==> config.mk <==
export PLATFORM = sky130hd
export DESIGN_NAME = dsa_simd_control_fsm
export DESIGN_NICKNAME = d
export VERILOG_FILES = /design/src/rtl/dsa_ctrl_pkg.sv /design/src/rtl/dsa_lane_mask.sv /design/src/rtl/dsa_simd_control_fsm.sv
export SDC_FILE = /design/constraint.sdc
export NUM_CORES = 1
export LEC_CHECK = 0
export BUFFER_PORTS_ARGS = -buffer_cell sky130_fd_sc_hd__buf_4
export CORE_ASPECT_RATIO = 1.4
export CORE_MARGIN = 8
export CORE_UTILIZATION = 50
export CTS_CLUSTER_SIZE = 40
export DETAILED_ROUTE_END_ITERATION = 10
export HOLD_SLACK_MARGIN = 0.05
export PLACE_DENSITY = 0.7
export SETUP_SLACK_MARGIN = 0.2
export SLEW_MARGIN = 25
export SYNTH_ARGS = -nofsm -noshare
export SYNTH_HDL_FRONTEND = slang
export SYNTH_SLANG_ARGS = --single-unit
==> constraint.sdc <==
create_clock -name clk -period 13.1 [get_ports clk]
set_clock_uncertainty 0.1 [all_clocks]
set_input_delay 2.62 -clock clk [delete_from_list [all_inputs] [get_ports clk]]
set_output_delay 2.62 -clock clk [all_outputs]
set_load 0.005 [all_outputs]
==> src/rtl/dsa_ctrl_pkg.sv <==
// Shared types and limits for the SIMD pixel-group control FSM.
// Imported by the control FSM and its lane-mask helper.
package dsa_ctrl_pkg;

    localparam int LANES_MAX = 16;
    localparam int POP_W     = $clog2(LANES_MAX + 1);

    typedef enum logic [3:0] {
        IDLE,
        INIT,
        REQ_FETCH,
        WAIT_FETCH,
        START_DP,
        WAIT_DP,
        WRITE,
        NEXT_GROUP,
        STEP_WAIT,
        DONE,
        ERROR
    } state_t;

endpackage

==> src/rtl/dsa_lane_mask.sv <==
// Per-lane validity for a pixel group starting at x within a row of width.
// Purely combinational; also returns the number of valid lanes.
module dsa_lane_mask
    import dsa_ctrl_pkg::*;
#(
    parameter int LANES   = 4,
    parameter int COORD_W = 16
) (
    input  logic [COORD_W-1:0] x,
    input  logic [COORD_W-1:0] width,
    output logic [LANES-1:0]   lane_valid,
    output logic [POP_W-1:0]   popcount
);

    localparam int CW = COORD_W + 1;

    always_comb begin
        lane_valid = '0;
        popcount   = '0;
        for (int i = 0; i < LANES; i++) begin
            lane_valid[i] = ({1'b0, x} + CW'(i)) < {1'b0, width};
            popcount      = popcount + POP_W'(lane_valid[i]);
        end
    end

endmodule

==> src/rtl/dsa_simd_control_fsm.sv <==
// Frame sequencer: walks the output image in LANES-wide groups, driving
// fetch / datapath / write handshakes per group, with step and abort.
module dsa_simd_control_fsm
    import dsa_ctrl_pkg::*;
#(
    parameter int LANES          = 4,
    parameter int COORD_W        = 16,
    parameter int IMG_WIDTH_MAX  = 512,
    parameter int IMG_HEIGHT_MAX = 512
) (
    input  logic               clk,
    input  logic               rst,
    input  logic               enable,
    input  logic               abort,
    input  logic               step_mode,
    input  logic               step_go,
    input  logic [COORD_W-1:0] img_width_out,
    input  logic [COORD_W-1:0] img_height_out,
    output logic               fetch_req,
    input  logic               fetch_done,
    output logic               dp_start,
    input  logic               dp_done,
    output logic               write_enable,
    output logic [LANES-1:0]   lane_valid,
    output logic [COORD_W-1:0] current_x,
    output logic [COORD_W-1:0] current_y,
    output logic [31:0]        pixels_processed,
    output logic               busy,
    output logic               ready,
    output logic               error
);

    localparam int CW = COORD_W + 1;

    state_t             state_q, state_d;
    logic [COORD_W-1:0] x_q, x_d;
    logic [COORD_W-1:0] y_q, y_d;
    logic [COORD_W-1:0] w_q, w_d;
    logic [COORD_W-1:0] h_q, h_d;
    logic [31:0]        cnt_q, cnt_d;

    logic [LANES-1:0]   mask;
    logic [POP_W-1:0]   pop;
    logic [CW-1:0]      x_nxt;
    logic [32:0]        cnt_sum;
    logic [31:0]        cnt_sat;
    logic               row_end;
    logic               last_grp;
    logic               dims_bad;
    logic               in_grp;
    logic               running;

    dsa_lane_mask #(
        .LANES   (LANES),
        .COORD_W (COORD_W)
    ) u_lane_mask (
        .x          (x_q),
        .width      (w_q),
        .lane_valid (mask),
        .popcount   (pop)
    );

    // One extra bit keeps x+LANES from wrapping near the top of the range.
    assign x_nxt    = {1'b0, x_q} + CW'(LANES);
    assign row_end  = x_nxt >= {1'b0, w_q};
    assign last_grp = row_end && (({1'b0, y_q} + CW'(1)) >= {1'b0, h_q});

    assign dims_bad = (w_q == '0) || (h_q == '0)
                   || ({1'b0, w_q} > CW'(IMG_WIDTH_MAX))
                   || ({1'b0, h_q} > CW'(IMG_HEIGHT_MAX));

    assign cnt_sum = {1'b0, cnt_q} + 33'(pop);
    assign cnt_sat = cnt_sum[32] ? '1 : cnt_sum[31:0];

    assign running = (state_q != IDLE) && (state_q != DONE)
                  && (state_q != ERROR);

    assign in_grp = (state_q == REQ_FETCH) || (state_q == WAIT_FETCH)
                 || (state_q == START_DP)  || (state_q == WAIT_DP)
                 || (state_q == WRITE);

    always_comb begin
        state_d = state_q;
        x_d     = x_q;
        y_d     = y_q;
        w_d     = w_q;
        h_d     = h_q;
        cnt_d   = cnt_q;
        unique case (state_q)
            IDLE: begin
                if (enable) begin
                    state_d = INIT;
                    w_d     = img_width_out;
                    h_d     = img_height_out;
                    x_d     = '0;
                    y_d     = '0;
                    cnt_d   = '0;
                end
            end
            INIT:       state_d = dims_bad ? ERROR : REQ_FETCH;
            REQ_FETCH:  state_d = WAIT_FETCH;
            WAIT_FETCH: if (fetch_done) state_d = START_DP;
            START_DP:   state_d = WAIT_DP;
            WAIT_DP:    if (dp_done) state_d = WRITE;
            WRITE:      state_d = NEXT_GROUP;
            NEXT_GROUP: begin
                cnt_d = cnt_sat;
                if (row_end) begin
                    x_d = '0;
                    y_d = y_q + COORD_W'(1);
                end else begin
                    x_d = x_nxt[COORD_W-1:0];
                end
                if (last_grp)       state_d = DONE;
                else if (step_mode) state_d = STEP_WAIT;
                else                state_d = REQ_FETCH;
            end
            STEP_WAIT: begin
                if (step_go || !step_mode) state_d = REQ_FETCH;
            end
            DONE, ERROR: if (!enable) state_d = IDLE;
            default:     state_d = IDLE;
        endcase
        // Abort wins over any handshake in the same cycle and freezes progress.
        if (abort && running) begin
            state_d = IDLE;
            x_d     = x_q;
            y_d     = y_q;
            cnt_d   = cnt_q;
        end
    end

    always_ff @(posedge clk or posedge rst) begin
        if (rst) begin
            state_q <= IDLE;
            x_q     <= '0;
            y_q     <= '0;
            w_q     <= '0;
            h_q     <= '0;
            cnt_q   <= '0;
        end else begin
            state_q <= state_d;
            x_q     <= x_d;
            y_q     <= y_d;
            w_q     <= w_d;
            h_q     <= h_d;
            cnt_q   <= cnt_d;
        end
    end

    assign fetch_req        = (state_q == REQ_FETCH);
    assign dp_start         = (state_q == START_DP);
    assign write_enable     = (state_q == WRITE);
    assign lane_valid       = in_grp ? mask : '0;
    assign current_x        = x_q;
    assign current_y        = y_q;
    assign pixels_processed = cnt_q;
    assign busy             = running;
    assign ready            = (state_q == DONE);
    assign error            = (state_q == ERROR);

endmodule
======== Word-level counts from Yosys, hierarchy flattened ========
Index checks and enable logic that the tools add are counted.
Widths: inputs -> output; s select.
cells by class
  $add $sub $neg .......................... 10
  $lt $le $gt $ge ......................... 8
  equality and inequality tests ........... 19
  mux-type cells .......................... 19
  bitwise operators ....................... 1
  reductions and logical operators ........ 23
operators by type and width
  cell                   number
  $mux 32                2
  $pmux 16 s2            2
  $pmux 32 s2            1
  $lt 17x16->1           3
  $mux 16                3
  $mux 4                 10
  $pmux 4 s10            1
  $add 16x1->17 const B  2
  $add 16x2->17 const B  2
  $ge 17x16->1           2
  $add 32x5->33          1
  $gt 16x10->1 const B   2
  $logic_not 16->1       2
  $add 16x3->17 const B  1
  $add 16x1->16 const B  1
  $eq 4x3->1 const B     4
  $lt 16x16->1           1
  $eq 4x4->1 const B     3
  $add 5x1->5            2
  $ne 3x3->1 const B     3
  $eq 4x2->1 const B     2
  $logic_or 1x1->1       8
  $ne 4x4->1 const B     2
  $ne 3x2->1 const B     2
  other kinds (14)       18
word-level totals
  register bits ........................... 100
  input bits .............................. 40
  output and inout port bits .............. 74
  word-level logic and storage cells ...... 86

======== Depth between registers and ports, before layout ========
Gate-level depths: netlist (run 1).
  depth in word-level cells ............... 8
  depth in mapped cells ................... 22
  depth with buffers taken out ............ 21

======== Hierarchy ========
Synthesis (run 1) repeated with hierarchy kept, for this count alone.
unflattened totals
  cell total of the unflattened synthesis .. 1006
  area total of the unflattened synthesis .. 8423.1 µm²
by module, submodules not included
  module                instances  cells an instance  area an instance (µm²)
  dsa_simd_control_fsm  1          722                6266.0
  dsa_lane_mask         1          284                2157.1

======== Worst setup path before layout (run 1) ========
Ideal clock, no wire load.
  path type ............................... register -> register
  start ................................... reg x_q[7], in the netlist current_x[7]
  end ..................................... reg cnt_q[25], in the netlist pixels_processed[25]
  arrival ................................. 4.620 ns
  data required time ...................... 12.914 ns
  path slack .............................. 8.294 ns
  stages on the path, launching flop included .. 22
  cells stage by stage .................... dfrtp_1 clkbuf_1 clkbuf_1 ha_1 o21a_1 o21a_1 o21ai_0 a311oi_1 a2111oi_0 nor2_1 fa_1 inv_1 ha_1 inv_1 fa_1 nand2b_1 a2111oi_4 nand4b_1 and2_0 clkbuf_1 and4_1 nor3_1
between the ends
  longest elaborated chain between the ends .. 8
  elaborated cells between the ends (all ways) .. 13
RTL lines
  what                    RTL line                     text
  from (decl)             dsa_simd_control_fsm.sv:36   logic [COORD_W-1:0] x_q, x_d;
  from (signal assigned)  dsa_simd_control_fsm.sv:136  x_q <= '0;
  from (signal assigned)  dsa_simd_control_fsm.sv:143  x_q <= x_d;
  $add 16x1->17           dsa_lane_mask.sv:21          lane_valid[i] = ({1'b0, x} + CW'(i)) < {1'b0, width};
  $lt 17x16->1            dsa_lane_mask.sv:21
  $add 1x1->2             dsa_lane_mask.sv:22          popcount = popcount + POP_W'(lane_valid[i]);
  $add 5x1->5             dsa_lane_mask.sv:22
  $add 5x1->5 (*)         dsa_lane_mask.sv:22
  $add 32x5->33 (*)       dsa_simd_control_fsm.sv:72   assign cnt_sum = {1'b0, cnt_q} + 33'(pop);
  $mux 32 (*)             dsa_simd_control_fsm.sv:73   assign cnt_sat = cnt_sum[32] ? '1 : cnt_sum[31:0];
  $pmux 32 s2 (*)         dsa_simd_control_fsm.sv:89   unique case (state_q)
  to (signal assigned)    dsa_simd_control_fsm.sv:147  cnt_q <= cnt_d;
  to (decl)               dsa_simd_control_fsm.sv:40   logic [31:0] cnt_q, cnt_d;
Every way passes the cells marked *; elsewhere a longest branch is shown, timed or not.
A chain may end at the register's enable or synchronous reset.

======== Final worst setup path (run 1) ========
  start ................................... reg x_q[2], in the netlist current_x[2]
  end ..................................... reg cnt_q[7], in the netlist pixels_processed[7]
The elaborated chain is that of the path after synthesis.

==> results.cfg, run 1 <==
[run_status]
status = finished clean

[setup_path]
crit_required_ps = 13240
crit_chain = ha_1, o21a_1, o21a_1, o21ai_0, a311oi_1, a2111oi_0, nor2_1, fa_1, inv_1, ha_1, inv_1, fa_1, nand2b_1, a2111oi_4, nand4b_1, and2_0, a311oi_1
cpLargestDelayFamily = compound AO/OA/AOI/OAI gates
startpoint = current_x[2]
crit_path_end = pixels_processed[7]
path_depth = 17
crit_type = flip-flop to flip-flop
reg2reg_to = pixels_processed[7]
cp-start-kind = flip-flop
reg2regPathDepth = 17
worst-path-buf-inv = 2
slowest_stage = nand4b_1
critPathArrivalTime_ps = 6190
crit-reg2reg-launch = current_x[2]
worstSetupEndpointType = flip-flop
crit_path_max_incr_delay_ps = 780
reg2reg_slack_ps = 7050
path_max_fanout = 21

[placed_design]
gp_congestion = 0.883
place_hpwl_um = 14900
numPlacedInstances = 1091
post_dp_cell_area_um2 = 8150
io_buffers = 111

[logic_synthesis]
syn_inst = 852
avgSynthCellArea_um2 = 8.60
synth-xor-area-share_pct = 3.23
synth-adder-area-share_pct = 13.5
synth_top_family_by_area = compound AO/OA/AOI/OAI gates
synth_warnings = 0
synth_mux_area_share_pct = 0.615
synth_compound_area_share_pct = 22.7
yosysSeqAreaShare_pct = 33.5
synth_edf_count = 0
synth.distinct_cells = 71
synth_flop_cell = dfrtp_1
synth_area_um2 = 7320
synthArstFlopShare_pct = 100
ys_ff_latch = 98
synthSimpleGateAreaFrac_pct = 19.5

[global_routing]
grtUsageTotal_pct = 21.2
antenna_found_initial = 0
overflow = 0
grt_pass1_wl_um = 33100
grt_pass1_vias = 6500
grt_max_degree = 76

[layout]
antenna_cells = 0
design_area_um2 = 8450
fill_cells = 1328
nets = 1031
final_cells = 1107
syn_to_final_growth_pct = 15.4
drive_above_1_share_pct = 16.7

[clock_tree]
cts_tree = yes
post_cts_buffers = 0
cts_buffers = 9
cts_max_level = 3
clock_sinks = 98
worst_skew_pair.late_latency_ps = 350
clkSlewWorstSetupHoldPaths_ps = 70
cts_hold_buf = 0
cts_buffer_depth = 2
cts_root_buffer = clkbuf_16
cts_resized = 0

[route]
avgRoutedWirePerCell_um = 17.8
vias_per_cell = 5.91
drt-initial-drc-count = 419
wirelength_um = 19700
dr.pass1.iters = 5
drc = 0
antenna_left = 0
routed-via-count = 6545

[sta]
period_share_pct = 46.2
rsz0062_at_grt = no
hold_viol = 0
fin_tns_setup_ps = 0
timing.fmax_ghz = 0.165
setup_viol = 0
fin_crit_ps = 6050
tightest_slew_ps = 865
slew_violations = 0
slew_headroom_pct = 42.3

[job]
cap_violations = 0

[min_path]
hold_class = flip-flop to flip-flop
min_path_cells = 1

[floorplanning]
core_area_um2 = 14400
die_h_um = 159
fp.dieW_um = 118
fp-row-count = 52
die_area_um2 = 18800
io_pins = 114
start_util_pct = 50.9

[power_and_ir_drop]
p_total_mw = 1.17
peakVddDrop_uv = 89.4
p_leak_nw = 4.09
pwr_density_cell_nw_per_um2 = 139
routing by layer:
metal	vias up	GRT usage, %	share of wire [%]
met5	-	0	0
met4	0	7.71	2.8
met3	36	3.97	4.5
met2	157	37.1	51
met1	3129	25.1	42
li1	3223	-	-
sequential cells by signal (all words and copies together) (netlist names):
| name | cells |
|---|---|
| current_x | 14 |
| current_y | 16 |
| h_q | 16 |
| pixels_processed | 32 |
| state_q | 4 |
| w_q | 16 |
placed cells by master (no fill, tap or decap), types with 6 or more instances in the layout:
cell,n
a211oi_1,7
nand4_1,18
buf_4,113
nor3_1,22
a21o_1,17
nor4_1,16
a31oi_1,18
nor2b_1,6
a22o_1,9
xor2_1,9
and3_1,17
and2_1,6
clkbuf_16,9
ha_1,76
nor2_1,40
and4_1,8
xnor2_1,18
o21a_1,14
a21oi_1,50
inv_1,57
o21ai_0,69
a221o_1,9
a32o_1,7
dfrtp_1,98
nand2_1,73
nand2b_1,10
o22a_1,6
nand3_1,28
power by group:
part	switching (mW)	leakage [nW]	internal, mW
registers	0.0544	1.31	0.358
logic	0.300	2.63	0.185
clock network	0.126	0.148	0.150
cells in the mapped netlist, types with 3 or more instances:
cell / n / area share, %
dfrtp_1: 98 / 33
buf_2: 12 / 0.82
nand4_1: 18 / 1.5
buf_4: 4 / 0.41
and4_1: 8 / 0.96
or3_1: 5 / 0.43
a311oi_1: 3 / 0.36
xnor2_1: 18 / 2.2
a31oi_1: 18 / 1.5
nor2_1: 40 / 2.0
nor2b_1: 6 / 0.51
a32o_1: 7 / 0.96
a211oi_1: 7 / 0.72
o21a_1: 14 / 1.4
o21ai_1: 3 / 0.20
a21oi_1: 50 / 3.4
clkbuf_1: 47 / 2.4
nor4_1: 16 / 1.4
a22o_1: 9 / 1.1
mux2_2: 4 / 0.61
nor4b_1: 4 / 0.48
nor3_1: 22 / 1.5
or2_2: 3 / 0.26
o2111ai_1: 4 / 0.48
and2_1: 6 / 0.51
nand3_1: 28 / 1.9
inv_1: 58 / 3.0
and3_1: 17 / 1.5
ha_1: 76 / 13
a2111o_1: 3 / 0.46
a21o_1: 17 / 1.7
o21bai_1: 3 / 0.31
o22a_1: 6 / 0.72
nand2_1: 73 / 3.7
o21ai_0: 69 / 4.7
nor3b_1: 3 / 0.31
xor2_1: 9 / 1.1
nand2b_1: 10 / 0.85
o211ai_1: 4 / 0.41
a221o_1: 9 / 1.2
cell families (layout without fill, tap and decap cells):
group | after synthesis | after routing
DFF | 98 | 98
other | 1 | 2
muxes | 4 | 4
adders and majority gates | 78 | 78
buffers and inverters | 123 | 188
and+or+nand+nor | 273 | 273
xor gates and xnor gates | 27 | 27
AOI/OAI and AO/OA | 248 | 248
final cells by class:
class / count / area (um^2) / share of cell area, %
clock buffer: 9 / 225 / 2.66
clock inverter: 7 / 76.3 / 0.903
inverter: 58 / 220 / 2.61
multi-input combinational: 632 / 4380 / 51.8
sequential: 98 / 2450 / 29.0
tap: 189 / 236 / 2.80
timing repair buffer: 114 / 860 / 10.2
worst reg2reg max path: cells and delay by family (launching register included):
family / cells / cell delay, ps
AOI/OAI and AO/OA: 7 / 2110
adders and majority gates: 4 / 1380
buffers and inverters: 2 / 120
DFF: 1 / 480
and+or+nand+nor: 4 / 1750
metrics by stage:
stage	utilization (%)	setup WS [ps]	hold slack [ps]
3_5_place_dp	56.7	7060	425
3_3_place_gp	56.7	7240	418
5_1_grt	58.8	6570	457
6_report	58.8	7050	444
4_1_cts	58.8	7070	441
2_1_floorplan	-	7820	388
worst min path at each step:
| stage | from | to | slack [ps] |
|---|---|---|---|
| 3_5_place_dp | pixels_processed[21] | pixels_processed[21] | 420 |
| 6_report | pixels_processed[21] | pixels_processed[21] | 440 |
| 5_1_grt | pixels_processed[21] | pixels_processed[21] | 460 |
| 2_1_floorplan | pixels_processed[22] | pixels_processed[22] | 390 |
| 3_3_place_gp | pixels_processed[21] | pixels_processed[21] | 420 |
| 4_1_cts | pixels_processed[21] | pixels_processed[21] | 440 |
(Power assumes the default switching activity.)
==> run 2, diff against run 1 <==
==> constraint.sdc (replaced) <==
create_clock -name clk -period 5.84 [get_ports clk]
set_clock_uncertainty 0.1 [all_clocks]
set_input_delay 1.168 -clock clk [delete_from_list [all_inputs] [get_ports clk]]
set_output_delay 1.168 -clock clk [all_outputs]
set_load 0.005 [all_outputs]
==> results.cfg, run 2 (same netlist as run 1, synthesis figures left out) <==
[layout]
layout_common_cells = 118 x buf_4, 98 x dfrtp_1, 76 x ha_1
fin_util_pct = 59.0
nets = 1035
largest_reg_flops = 32
antenna_cells = 0
fill_cells = 1285
syn_to_final_growth_pct = 15.7
design_area_um2 = 8480
drive_above_1_share_pct = 17.0
final_cells = 1111
mostFrequentLayoutCell = buf_4

[global_routing]
overflow = 0
grt_pass1_wl_um = 33300
antenna_found_initial = 0
grtUsageTotal_pct = 21.4
grt_pass1_vias = 6515
grt_max_degree = 75

[power_and_ir_drop]
intPower_mw = 1.53
p_sw_mw = 1.08
seq_power_share_pct = 35.2
p_leak_nw = 4.11
p_total_mw = 2.61
peakVddDrop_uv = 180
switching_share_pct = 41.5
pwr-share-clk_pct = 22.9
pwr_density_cell_nw_per_um2 = 308
p_comb_share_pct = 41.9

[run_status]
status = finished clean

[clock_tree]
cts_tree = yes
worst_skew_pair.late_latency_ps = 340
clkSlewWorstSetupHoldPaths_ps = 80
clock_sinks = 98
cts_root_buffer = clkbuf_16
post_cts_buffers = 0
cts_max_level = 3
cts_resized = 0
cts_buffer_depth = 2
cts_buffers = 9
cts_hold_buf = 0

[floorplanning]
core_area_um2 = 14400
die_h_um = 159
io_pins = 114
fp-row-count = 52
fp.dieW_um = 118
start_util_pct = 50.9
die_area_um2 = 18800

[sta]
period_share_pct = 90.6
tightest_slew_ps = 869
slew_headroom_pct = 42.1
rsz0062_at_grt = no
hold_viol = 0
setup_viol = 0
fin_tns_setup_ps = 0
slew_violations = 0
fin_crit_ps = 5290
timing.fmax_ghz = 0.189

[placed_design]
place_hpwl_um = 15200
post_dp_cell_area_um2 = 8180
numPlacedInstances = 1095
io_buffers = 111
gp_congestion = 0.873

[min_path]
holdPathEnd = pixels_processed[13]
min_path_cells = 1
min_from = pixels_processed[13]
hold_class = flip-flop to flip-flop

[setup_path]
path_max_fanout = 21
critPathArrivalTime_ps = 5460
cp-start-kind = flip-flop
reg2regPathDepth = 20
reg2reg_slack_ps = 550
crit-reg2reg-launch = current_x[2]
reg2reg_to = pixels_processed[25]
worstSetupEndpointType = flip-flop
crit_required_ps = 6010
crit_type = flip-flop to flip-flop

[route]
drt-initial-drc-count = 436
avgRoutedWirePerCell_um = 18.1
routed-via-count = 6655
dr.pass1.iters = 5
wirelength_um = 20100
vias_per_cell = 5.99
antenna_left = 0
drc = 0

[job]
cap_violations = 0
[run 2: cell count changes in the layout (fill, tap and decap cells not counted), sizes merged]
cell / change
clkbuf: +1
bufinv: -1
clkinv: +1
clkinvlp: -1
buf: +4
[run 2: cell type report]
| class | count | area, um^2 | area share (%) |
|---|---|---|---|
| timing repair buffer | 118 | 886 | 10.5 |
| sequential | 98 | 2450 | 28.9 |
| tap | 189 | 236 | 2.79 |
| clock buffer | 10 | 239 | 2.82 |
| inverter | 58 | 223 | 2.63 |
| multi-input combinational | 632 | 4380 | 51.7 |
| clock inverter | 6 | 58.8 | 0.694 |
[run 2: critical path, stage by stage (launching register included)]
cell and delay, ps:
dfrtp_1 470, ha_1 340, o21a_1 180, o21a_1 160
o21ai_0 170, a311oi_1 130, a2111oi_0 570, nor2_1 180
fa_1 500, inv_1 70, ha_1 160, inv_1 50
fa_1 370, nand2b_1 240, a2111oi_4 360, buf_4 220
nand4b_1 100, buf_4 230, and2_0 280, and4_1 240
nor3_1 110
[run 2: metal layers]
metal	vias to the layer above	wire (um)	share of wire, %	global-route usage (%)
li1	3231	-	-	-
met5	-	0	0	0
met1	3216	8150	41	24.6
met4	0	472	2.3	7.01
met3	34	929	4.6	3.90
met2	174	10600	53	38.7
[run 2: power by group through the flow]
| stage | registers [mW] | logic [mW] | clock network (mW) |
|---|---|---|---|
| 2_1_floorplan | 0.866 | 0.836 | 0 |
| 3_3_place_gp | 0.931 | 1.08 | 0 |
| 3_5_place_dp | 0.932 | 1.09 | 0 |
| 4_1_cts | 0.919 | 1.10 | 0.613 |
| 5_1_grt | 0.940 | 1.23 | 0.638 |
| 6_report | 0.921 | 1.09 | 0.599 |
[run 2: per-stage QoR]
| step | hold slack [ps] | worst slack, ps |
|---|---|---|
| after CTS | 450 | 600 |
| after detailed placement | 433 | 626 |
| after global routing | 471 | 212 |
| after global placement | 429 | 739 |
| after floorplan | 388 | 1030 |
| final | 450 | 547 |
[run 2: worst max path at each step]
stage | startpoint | endpoint | slack, ps | cells after the start
floorplan | current_x[7] | pixels_processed[25] | 1030 | 21
global placement | current_x[2] | pixels_processed[25] | 740 | 20
detailed placement | current_x[2] | pixels_processed[25] | 630 | 20
CTS | current_x[2] | pixels_processed[25] | 600 | 20
global route | current_x[2] | pixels_processed[25] | 210 | 20
finish | current_x[2] | pixels_processed[25] | 550 | 20
==> run 3, diff against run 2 <==
--- a/config.mk
+++ b/config.mk
@@ -6,13 +6,13 @@
 export NUM_CORES = 1
 export LEC_CHECK = 0
 export BUFFER_PORTS_ARGS = -buffer_cell sky130_fd_sc_hd__buf_4
-export CORE_ASPECT_RATIO = 1.4
+export CORE_ASPECT_RATIO = 1.2
 export CORE_MARGIN = 8
-export CORE_UTILIZATION = 50
+export CORE_UTILIZATION = 35
 export CTS_CLUSTER_SIZE = 40
 export DETAILED_ROUTE_END_ITERATION = 10
 export HOLD_SLACK_MARGIN = 0.05
-export PLACE_DENSITY = 0.7
+export PLACE_DENSITY = 0.52
 export SETUP_SLACK_MARGIN = 0.2
 export SLEW_MARGIN = 25
 export SYNTH_ARGS = -nofsm -noshare
==> results.cfg, run 3 (same netlist as run 1, synthesis figures left out) <==
[placed_design]
numPlacedInstances = 1177
post_dp_cell_area_um2 = 8290
dpl_worst_slack_ps = 383
gp_congestion = 0.846
place_hpwl_um = 16700
io_buffers = 111

[sta]
slew_violations = 0
setup_viol = 0
fin_tns_setup_ps = 0
hold_viol = 0
tightest_slew_ps = 841
fin_crit_ps = 5100
timing.fmax_ghz = 0.196
setup_ws_ps = 738
rsz0062_at_grt = no
period_share_pct = 87.4
slew_headroom_pct = 43.7

[layout]
fill_cells = 2145
design_area_um2 = 8630
nets = 1040
layout_common_cells = 122 x buf_4, 98 x dfrtp_1, 76 x ha_1
drive_above_1_share_pct = 17.5
syn_to_final_growth_pct = 17.8
final_cells = 1197
largest_reg_flops = 32
mostFrequentLayoutCell = buf_4
antenna_cells = 0

[setup_path]
crit-reg2reg-launch = current_x[2]
cp-start-kind = flip-flop
reg2reg_slack_ps = 740
reg2reg_to = pixels_processed[18]
path_max_fanout = 20
crit_type = flip-flop to flip-flop
worstSetupEndpointType = flip-flop
crit_required_ps = 6000
reg2regPathDepth = 20
critPathArrivalTime_ps = 5260

[min_path]
holdPathEnd = pixels_processed[13]
min_from = pixels_processed[13]
hold_class = flip-flop to flip-flop
min_path_cells = 1

[floorplanning]
io_pins = 114
fp.dieW_um = 148
core_area_um2 = 20800
fp-row-count = 58
die_h_um = 174
die_area_um2 = 25800
start_util_pct = 35.3

[power_and_ir_drop]
p_leak_nw = 4.13
peakVddDrop_uv = 153
pwr-share-clk_pct = 22.6
switching_share_pct = 42.5
p_comb_share_pct = 42.9
intPower_mw = 1.54
seq_power_share_pct = 34.5
p_sw_mw = 1.14
pwr_density_cell_nw_per_um2 = 310

[clock_tree]
cts_buffers = 9
worst_skew_pair.late_latency_ps = 360
clock_sinks = 98
cts_tree = yes
cts_max_level = 3
clkSlewWorstSetupHoldPaths_ps = 80
cts_root_buffer = clkbuf_16
cts_buffer_depth = 2
cts_hold_buf = 0

[route]
dr.pass1.iters = 6
drc = 0
avgRoutedWirePerCell_um = 18.6
routed-via-count = 6605
wirelength_um = 22300
drt-initial-drc-count = 409
antenna_left = 0
vias_per_cell = 5.52

[global_routing]
grt_pass1_vias = 6639
grt_max_degree = 51
overflow = 0
grt_pass1_wl_um = 36100
grtUsageTotal_pct = 17.4
antenna_found_initial = 0

[run_status]
status = finished clean

[job]
cap_violations = 0
run 3: worst max-delay path by stage:
stage,from,endpoint,cells past startpoint
4_1_cts,current_x[2],pixels_processed[22],18
3_3_place_gp,current_x[2],pixels_processed[22],18
5_1_grt,current_x[2],pixels_processed[18],20
3_5_place_dp,current_x[2],pixels_processed[22],18
6_report,current_x[2],pixels_processed[18],20
2_1_floorplan,current_x[7],pixels_processed[25],21
run 3: metrics by stage:
stage	total power, mW	utilization, %	hold WS, ps
after floorplan	1.70	-	388
after global placement	2.07	39.9	437
final	2.68	41.6	450
after CTS	2.70	41.3	453
after detailed placement	2.08	39.9	432
after global routing	2.91	41.6	469
run 3: timing repair:
action / in CTS / in global routing
hold endpoints to repair: 0 / 0
gates resized for setup: 0 / 2
setup buffers: 0 / 3
setup endpoints to repair: 0 / 31
run 3: final cells by class:
cell class                 count  area [um^2]  share of cell area, %
clock buffer                   9          225                   2.61
clock inverter                 7         60.1                  0.696
inverter                      58          220                   2.55
multi-input combinational    632         4390                   50.9
sequential                    98         2450                   28.4
tap                          270          338                   3.92
timing repair buffer         123          943                   10.9
run 3: power groups by stage:
stage                     logic [mW]  clock network (mW)  registers (mW)
after global placement          1.14                   0           0.937
final                           1.15               0.606           0.924
after floorplan                0.836                   0           0.866
after CTS                       1.15               0.625           0.924
after global routing            1.32               0.645           0.946
after detailed placement        1.14                   0           0.935
run 3: metal layers:
metal	up-vias	track usage, %	wire [um]
li1	3240	-	-
met3	19	2.71	929
met5	-	0	0
met1	3195	23.0	10500
met4	0	4.60	273
met2	151	28.8	10600
run 3: critical path, cell delays in order (launching register included):
cell       delay [ps]
dfrtp_1           490
ha_1              340
o21a_1            180
o21a_1            160
o21ai_0           240
a311oi_1          180
a2111oi_1         520
nor2_1            130
fa_1              490
inv_1              60
ha_1              160
inv_1              60
fa_1              370
nand2b_1          220
a2111oi_4         300
buf_4             210
nand4b_1          110
buf_4             230
a21oi_1           150
nor2_1             60
a311oi_1          250
